--- config.mk ---
export PLATFORM = sky130hd
export DESIGN_NAME = mips_bus_arbiter
export DESIGN_NICKNAME = d
export VERILOG_FILES = /design/src/rtl/mips_bus_pkg.sv /design/src/rtl/mips_bus_arbiter.sv
export SDC_FILE = /design/constraint.sdc
export NUM_CORES = 1
export LEC_CHECK = 0
export BUFFER_PORTS_ARGS = -buffer_cell sky130_fd_sc_hd__buf_2
export CAP_MARGIN = 20
export CORE_ASPECT_RATIO = 0.9
export CORE_UTILIZATION = 49
export DETAILED_ROUTE_END_ITERATION = 10
export PLACE_DENSITY = 0.81
export SLEW_MARGIN = 20
export SYNTH_ARGS = -nofsm -noshare
export SYNTH_HDL_FRONTEND = slang
export SYNTH_SLANG_ARGS = --single-unit
--- constraint.sdc ---
create_clock -name clk -period 3.65 [get_ports clk]
set_input_delay 0.73 -clock clk [delete_from_list [all_inputs] [get_ports clk]]
set_output_delay 0.73 -clock clk [all_outputs]
set_load 0.01 [all_outputs]
--- src/rtl/mips_bus_pkg.sv ---
// Shared types and constants for the MIPS memory-bus arbiter.
// Pure declarations: no logic, no latency, no flow control.
package mips_bus_pkg;

   typedef enum logic [1:0] {ARB_IDLE, ARB_BUS, ARB_RESP} arb_state_t;
   typedef enum logic {GRANT_I, GRANT_D} grant_t;

   localparam logic [3:0]  BE_WORD      = 4'b1111;
   localparam logic [31:0] RESET_VECTOR = 32'hBFC00000;

endpackage

--- src/rtl/mips_bus_arbiter.sv ---
// Round-robin arbiter sharing one memory bus between fetch and load/store; 1 cycle to drive the bus,
// read data READ_LATENCY+1 cycles after acceptance; m_waitrequest stalls the granted master, the loser waits.
module mips_bus_arbiter
   import mips_bus_pkg::*;
#(
   parameter int READ_LATENCY = 1,
   parameter bit FIRST_DATA   = 1'b1
) (
   input  logic        clk,
   input  logic        reset,
   input  logic [31:0] i_address,
   input  logic        i_read,
   output logic        i_waitrequest,
   output logic [31:0] i_readdata,
   output logic        i_readdatavalid,
   input  logic [31:0] d_address,
   input  logic        d_read,
   input  logic        d_write,
   input  logic [31:0] d_writedata,
   input  logic [3:0]  d_byteenable,
   output logic        d_waitrequest,
   output logic [31:0] d_readdata,
   output logic        d_readdatavalid,
   output logic [31:0] m_address,
   output logic        m_read,
   output logic        m_write,
   output logic [31:0] m_writedata,
   output logic [3:0]  m_byteenable,
   input  logic        m_waitrequest,
   input  logic [31:0] m_readdata
);

   localparam logic [1:0] RESP_CNT    = 2'(READ_LATENCY - 1);
   localparam grant_t     FIRST_GRANT = FIRST_DATA ? GRANT_D : GRANT_I;

   arb_state_t  state, state_nxt;
   grant_t      grant, grant_nxt;
   grant_t      rr_ptr, rr_ptr_nxt;
   logic [1:0]  count, count_nxt;
   logic [31:0] cmd_address;
   logic [31:0] cmd_writedata;
   logic [3:0]  cmd_byteenable;
   logic        cmd_read;
   logic        cmd_write;
   logic        i_req;
   logic        d_req;
   logic        accept;
   logic        load_cmd;
   logic        capture;

   assign i_req  = i_read;
   assign d_req  = d_read | d_write;
   assign accept = (state == ARB_BUS) && !m_waitrequest;

   assign i_waitrequest = !(accept && (grant == GRANT_I));
   assign d_waitrequest = !(accept && (grant == GRANT_D));

   // The bus only ever sees the latched command, so master-side wiggles cannot leak through.
   assign m_address    = cmd_address;
   assign m_read       = cmd_read;
   assign m_write      = cmd_write;
   assign m_writedata  = cmd_writedata;
   assign m_byteenable = cmd_byteenable;

   always_comb begin
      state_nxt  = state;
      grant_nxt  = grant;
      rr_ptr_nxt = rr_ptr;
      count_nxt  = count;
      load_cmd   = 1'b0;
      capture    = 1'b0;
      case (state)
         ARB_IDLE: begin
            if (i_req || d_req) begin
               load_cmd  = 1'b1;
               state_nxt = ARB_BUS;
               if (i_req && d_req) begin
                  grant_nxt  = rr_ptr;
                  rr_ptr_nxt = (rr_ptr == GRANT_I) ? GRANT_D : GRANT_I;
               end else begin
                  grant_nxt = d_req ? GRANT_D : GRANT_I;
               end
            end
         end
         ARB_BUS: begin
            if (accept) begin
               if (cmd_read) begin
                  state_nxt = ARB_RESP;
                  count_nxt = RESP_CNT;
               end else begin
                  state_nxt = ARB_IDLE;
               end
            end
         end
         ARB_RESP: begin
            if (count == 2'd0) begin
               capture   = 1'b1;
               state_nxt = ARB_IDLE;
            end else begin
               count_nxt = count - 2'd1;
            end
         end
         default: state_nxt = ARB_IDLE;
      endcase
   end

   always_ff @(posedge clk) begin
      if (!reset) begin
         state  <= ARB_IDLE;
         grant  <= GRANT_I;
         rr_ptr <= FIRST_GRANT;
         count  <= 2'd0;
      end else begin
         state  <= state_nxt;
         grant  <= grant_nxt;
         rr_ptr <= rr_ptr_nxt;
         count  <= count_nxt;
      end
   end

   always_ff @(posedge clk) begin
      if (!reset) begin
         cmd_address    <= '0;
         cmd_writedata  <= '0;
         cmd_byteenable <= '0;
         cmd_read       <= 1'b0;
         cmd_write      <= 1'b0;
      end else if (load_cmd) begin
         if (grant_nxt == GRANT_D) begin
            // A simultaneous read and write from the data side is treated as a write.
            cmd_address    <= d_address;
            cmd_read       <= d_read & ~d_write;
            cmd_write      <= d_write;
            cmd_writedata  <= d_writedata;
            cmd_byteenable <= d_write ? d_byteenable : BE_WORD;
         end else begin
            cmd_address    <= i_address;
            cmd_read       <= 1'b1;
            cmd_write      <= 1'b0;
            cmd_writedata  <= '0;
            cmd_byteenable <= BE_WORD;
         end
      end else if (accept) begin
         cmd_read  <= 1'b0;
         cmd_write <= 1'b0;
      end
   end

   always_ff @(posedge clk) begin
      if (!reset) begin
         i_readdata      <= '0;
         d_readdata      <= '0;
         i_readdatavalid <= 1'b0;
         d_readdatavalid <= 1'b0;
      end else begin
         i_readdatavalid <= capture && (grant == GRANT_I);
         d_readdatavalid <= capture && (grant == GRANT_D);
         if (capture && (grant == GRANT_I)) begin
            i_readdata <= m_readdata;
         end
         if (capture && (grant == GRANT_D)) begin
            d_readdata <= m_readdata;
         end
      end
   end

endmodule
==> impl_metrics.json, run 1 <==
{
  "status": "complete, no violations",
  "start_util_pct": 50.6,
  "synth_nets": 805,
  "via_count": 5556,
  "wl_per_cell_microns": 14.7,
  "worstPathMaxFanout": 7,
  "power.leakage_nw": 3.41,
  "synth_top_area_share_pct": 51.5,
  "synth.cell_area_sq_um": 5520,
  "h-tree-depth": 4,
  "yosysSeqAreaShare_pct": 51.5,
  "design_area_sq_um": 7500,
  "grt_usage_pct": 26.4,
  "cp-start-kind": "flip-flop",
  "drt_pre_antenna_iters": 5,
  "synth_area_leaders": "dfxtp_1 51%, nand2_1 13%, o21ai_0 6.0%, a21boi_0 4.9%, a21boi_1 3.9%",
  "yosysWarnings": 0,
  "rows": 36,
  "synthFlopType": "dfxtp_1",
  "synthCells": 666,
  "maxCapViolations": 0,
  "grt_max_degree": 68,
  "clock_latency_ns": 0.41,
  "path_clk_slew_ns": 0.06,
  "port_buffers": 275,
  "fmax_mhz": 442,
  "grt_overflow": 0,
  "diodes": 0,
  "drt_iter0_drc": 454,
  "fin_nets": 1054,
  "max-clock-path-buffers": 2,
  "post_cts_resized": 0,
  "setup_viol": 0,
  "cts_buffers": 17,
  "hold_path_class": "flip-flop to flip-flop",
  "netlist-cell-type-count": 36,
  "path_delay_family": "simple AND/OR/NAND/NOR gates",
  "async_reset_ff_share_pct": 0,
  "critical-path-max-stage-delay_ns": 0.47,
  "slew_violations": 0,
  "peakVddDrop_mv": 0.384,
  "ctsHoldBuffers": 0,
  "dpl.hpwl_microns": 10800,
  "fin_crit_sh_pct": 62.0,
  "final_cells": 1079,
  "syn_area_per_cell_sq_um": 8.29,
  "cp_slowest_cell": "dfxtp_1",
  "tightest_slew_ns": 1.02,
  "globalplace.congestion": 0.780,
  "root_buffer": "clkbuf_16",
  "period_needed_ns": 2.26,
  "grt_pass1_vias": 4922,
  "synth-edff-count": 0,
  "arrival_ns": 1.53,
  "final.setup.worst_slack_ns": 1.39,
  "crit_chain": "nor3b_2, nand2b_1, buf_2",
  "fp.dieH_microns": 103,
  "layout-drive-gt1-share_pct": 35.3,
  "drt-total-wl_microns": 15900,
  "dieArea_sq_um": 11700,
  "fin_util_pct": 68.8,
  "place_ws_ns": 1.20,
  "die_w_microns": 114,
  "setup_tns_ns": 0,
  "holdWs_ns": 0.449,
  "maxSlewHeadroom_pct": 32.2,
  "postRouteAntennaNets": 0,
  "drc": 0,
  "area_growth_pct": 35.9,
  "dpl_cell_area_sq_um": 6930,
  "ys_seq_elements": 142,
  "fin_skew_ns": 0.00790,
  "power.density_nw_per_um2": 517,
  "num_io_pins": 276,
  "cts.sinks": 142,
  "hold_viol_final": 0,
  "avgViaCountPerCell": 5.15,
  "required_ns": 2.92,
  "cts_post_setup_buffers_inserted": 0,
  "dp.cells": 1048,
  "critical_path_class": "flip-flop to output pin",
  "core_region_area_sq_um": 10900,
  "antenna_found_initial": 0,
  "p_total_mw": 3.88,
  "synth_top_cell_by_area": "dfxtp_1",
  "rsz0062_at_grt": "no",
  "end_kind": "output pin",
  "grt_pass1_wl_microns": 24200,
  "cts_tree": "done",
  "path_buf_inv": 1,
  "fillers": 957
}
## registers in the layout, indices dropped and copies added, names as in the netlist, 2 cells and up
name / cells
m_address: 32
m_byteenable: 4
state: 2
m_writedata: 32
d_readdata: 32
count: 2
i_readdata: 32
## cells in the final DEF, fill, tap and decap left out, types with 4 or more instances in the layout
cell and n:
a21oi_1 34, o21ai_0 66, inv_1 5, a21boi_0 36, a31oi_1 32, clkbuf_16 17, nand2_1 195, nand3_1 36
dfxtp_1 142, a21boi_1 29, o221a_2 4, buf_4 10, and3_1 4, buf_2 275
## kinds of logic (layout without fill, tap and decap cells)
logic type	after synthesis	count (layout)	share of synthesized area (%)
AOI/OAI and AO/OA	208	208	23.3
and+or+nand+nor	252	252	19.4
adders and majority gates	1	1	0.227
buffers and inverters	62	323	5.35
xor gates and xnor gates	1	1	0.159
DFF	142	142	51.5
## layout make-up
cell class / instances / area (sq um) / share of cell area [%]
tap: 152 / 190 / 2.54
multi-input combinational: 462 / 2390 / 31.8
clock inverter: 13 / 141 / 1.88
sequential: 142 / 2840 / 37.9
timing repair buffer: 287 / 1490 / 19.9
clock buffer: 18 / 429 / 5.72
inverter: 5 / 18.8 / 0.250
## metal layers
layer | vias to the layer above | track usage (%) | part of all wire, %
li1 | 2764 | - | -
met1 | 2541 | 32.3 | 42
met2 | 234 | 45.5 | 49
met3 | 17 | 7.35 | 7.8
met4 | 0 | 8.69 | 1.3
met5 | - | 0 | 0
## report_power, final
group	leakage [nW]	switching (mW)	internal [mW]
logic	1.97	0.305	0.217
clock network	0.273	0.659	1.00
registers	1.16	0.0503	1.64
## synthesized netlist by cell type (4+ instances only)
master / count
inv_1: 5
a31oi_1: 32
o21ai_0: 66
nand2_1: 195
clkbuf_1: 23
a21boi_1: 29
and3_1: 4
a21oi_1: 35
o221a_2: 4
a21boi_0: 36
buf_1: 5
nand3_1: 36
buf_2: 20
dfxtp_1: 142
## final timing paths
check | startpoint | slack (ns) | endpoint | cells past startpoint
setup / recovery | state[0]$_SDFFE_PN0P_ | 1.39 | i_waitrequest | 3
hold / removal | i_readdata[10]$_SDFFE_PN0P_ | 0.45 | i_readdata[10]$_SDFFE_PN0P_ | 2
setup reg to reg | state[1]$_SDFFE_PN0P_ | 1.63 | m_address[1]$_SDFFE_PN0P_ | 4
hold reg to reg | i_readdata[10]$_SDFFE_PN0P_ | 0.45 | i_readdata[10]$_SDFFE_PN0P_ | 2
## worst min-delay path, stage by stage (launching register included)
cell	delay (ns)
dfxtp_1	0.30
nand2_1	0.05
a21boi_1	0.05
(Power assumes the default switching activity.)
==> run 2: changes to the inputs <==
--- a/config.mk
+++ b/config.mk
@@ -8,9 +8,9 @@
 export BUFFER_PORTS_ARGS = -buffer_cell sky130_fd_sc_hd__buf_2
 export CAP_MARGIN = 20
 export CORE_ASPECT_RATIO = 0.9
-export CORE_UTILIZATION = 49
+export CORE_UTILIZATION = 41
 export DETAILED_ROUTE_END_ITERATION = 10
-export PLACE_DENSITY = 0.81
+export PLACE_DENSITY = 0.72
 export SLEW_MARGIN = 20
 export SYNTH_ARGS = -nofsm -noshare
 export SYNTH_HDL_FRONTEND = slang
==> constraint.sdc (replaced) <==
create_clock -name clk -period 1.95 [get_ports clk]
set_input_delay 0.39 -clock clk [delete_from_list [all_inputs] [get_ports clk]]
set_output_delay 0.39 -clock clk [all_outputs]
set_load 0.01 [all_outputs]
==> impl_metrics.json, run 2 (synthesis gave the netlist of run 1 again) <==
{
  "status": "complete, no violations",
  "multi_input_area_sq_um": 2390,
  "wl_per_cell_microns": 14.2,
  "dieArea_sq_um": 13900,
  "drt_iter0_drc": 369,
  "hp-start": "d_writedata[5]",
  "setup_viol": 0,
  "path_delay_family": "flip-flops",
  "globalplace.congestion": 0.771,
  "hold_path_class": "input port to flip-flop",
  "r2r_slack_ns": 0.41,
  "seq_area_sq_um": 2840,
  "r2r_cells": 5,
  "grt_overflow": 0,
  "via_count": 5464,
  "cts_tree": "done",
  "fin_crit_sh_pct": 93.4,
  "die_w_microns": 124,
  "grt_pass1_wl_microns": 25300,
  "ctsHoldBuffers": 0,
  "period_needed_ns": 1.82,
  "dpl.hpwl_microns": 10700,
  "critical-path-max-stage-delay_ns": 0.48,
  "drc": 0,
  "num_io_pins": 276,
  "h-tree-depth": 4,
  "cp-start-kind": "flip-flop",
  "whs_path_depth": 3,
  "core_region_area_sq_um": 12900,
  "fmax_mhz": 549,
  "final.setup.worst_slack_ns": 0.129,
  "maxCapViolations": 0,
  "antenna_found_initial": 0,
  "end_kind": "output pin",
  "timing.rr.end": "d_readdata[13]$_SDFFE_PN0P_",
  "fin_skew_ns": 0.00742,
  "grt_max_degree": 72,
  "drt_pre_antenna_iters": 4,
  "avgViaCountPerCell": 4.98,
  "required_ns": 1.56,
  "cp-startpoint": "state[0]$_SDFFE_PN0P_",
  "arrival_ns": 1.43,
  "cp_slowest_cell": "dfxtp_1",
  "diodes": 0,
  "clock_latency_ns": 0.42,
  "rsz0062_at_grt": "no",
  "worstPathMaxFanout": 7,
  "holdPathEnd": "m_writedata[5]$_SDFFE_PN0P_",
  "path_buf_inv": 1,
  "p_total_mw": 7.17,
  "crit_chain": "nor3b_4, nand2_1, buf_2",
  "path_clk_slew_ns": 0.05,
  "cts_buffers": 17,
  "cts.sinks": 142,
  "tightest_slew_ns": 0.369,
  "crit-reg2reg-launch": "state[1]$_SDFFE_PN0P_",
  "grt_pass1_vias": 5022,
  "cp_num_cells": 3,
  "mostFrequentLayoutCell": "buf_2",
  "power.density_nw_per_um2": 938,
  "critical_path_class": "flip-flop to output pin",
  "dp.cells": 1065,
  "rows": 39,
  "drt-total-wl_microns": 15500,
  "grt_usage_pct": 22.7,
  "start_util_pct": 42.7,
  "root_buffer": "clkbuf_16",
  "postRouteAntennaNets": 0,
  "area_growth_pct": 38.4,
  "final_cells": 1097,
  "power.leakage_nw": 3.47,
  "port_buffers": 275,
  "fin_nets": 1060,
  "peakVddDrop_mv": 0.574,
  "fillers": 1198,
  "place_ws_ns": 0.221,
  "hold_viol_final": 0,
  "max-clock-path-buffers": 2,
  "final_cell_mix": "275 x buf_2, 195 x nand2_1, 142 x dfxtp_1, 66 x o21ai_0",
  "layout-drive-gt1-share_pct": 35.4,
  "setup_tns_ns": 0,
  "maxSlewHeadroom_pct": 75.4,
  "slew_violations": 0,
  "fp.dieH_microns": 112
}
run 2: changes by cell type in the layout (fill, tap and decap cells not counted), sizes merged:
cell / change
clkbuf: +6
inv: -2
clkinvlp: -2
buf: +6
clkinv: -1
bufinv: -1
run 2: metal layers:
layer	vias to the layer above	share of wire (%)	wire (microns)	GRT usage, %
met5	-	0	0	0
met4	0	2.3	352	11.5
met3	27	6.6	1020	5.20
met2	224	48	7480	36.7
met1	2449	43	6690	28.6
li1	2764	-	-	-
run 2: final cells by class:
cell class	count	area share [%]
flip-flops and latches	142	37.2
multi-input cells	462	31.3
repair buffers	293	21.4
clock buffers	24	6.30
well taps	164	2.69
clock inverters	7	0.819
inverters	5	0.246
run 2: worst reg2reg max path, cell delays in order, from the launching register on:
cell and delay, ns:
dfxtp_1 0.50, and2b_1 0.25, and3_1 0.22, buf_12 0.20, nand2_1 0.10, a21boi_0 0.18
run 2: repair_timing:
action,CTS,global route
gates resized for setup,1,0
setup endpoints to repair,2,2
setup buffers,0,1
run 2: power by group:
part / leakage (nW) / internal (mW) / switching (mW)
clock: 0.270 / 1.83 / 1.15
sequential: 1.16 / 3.07 / 0.0927
combinational: 2.04 / 0.447 / 0.567
total: 3.47 / 5.36 / 1.81
run 2: stage by stage:
stage	util, %	hold WS [ns]	instance area (sq um)
after floorplan	-	0.467	5520
after global placement	54.8	0.438	7080
after detailed placement	54.8	0.442	7080
after CTS	59.0	0.191	7630
after global routing	59.1	0.195	7640
final	59.1	0.208	7640
run 2: worst max-delay path by stage:
stage	end	slack [ns]
after floorplan	m_byteenable[0]$_SDFFE_PN0P_	0.37
after global placement	m_write$_SDFFE_PN0P_	0.28
after detailed placement	m_address[31]$_SDFFE_PN0P_	0.22
after CTS	d_waitrequest	0.04
after global routing	i_waitrequest	0.02
final	d_waitrequest	0.13
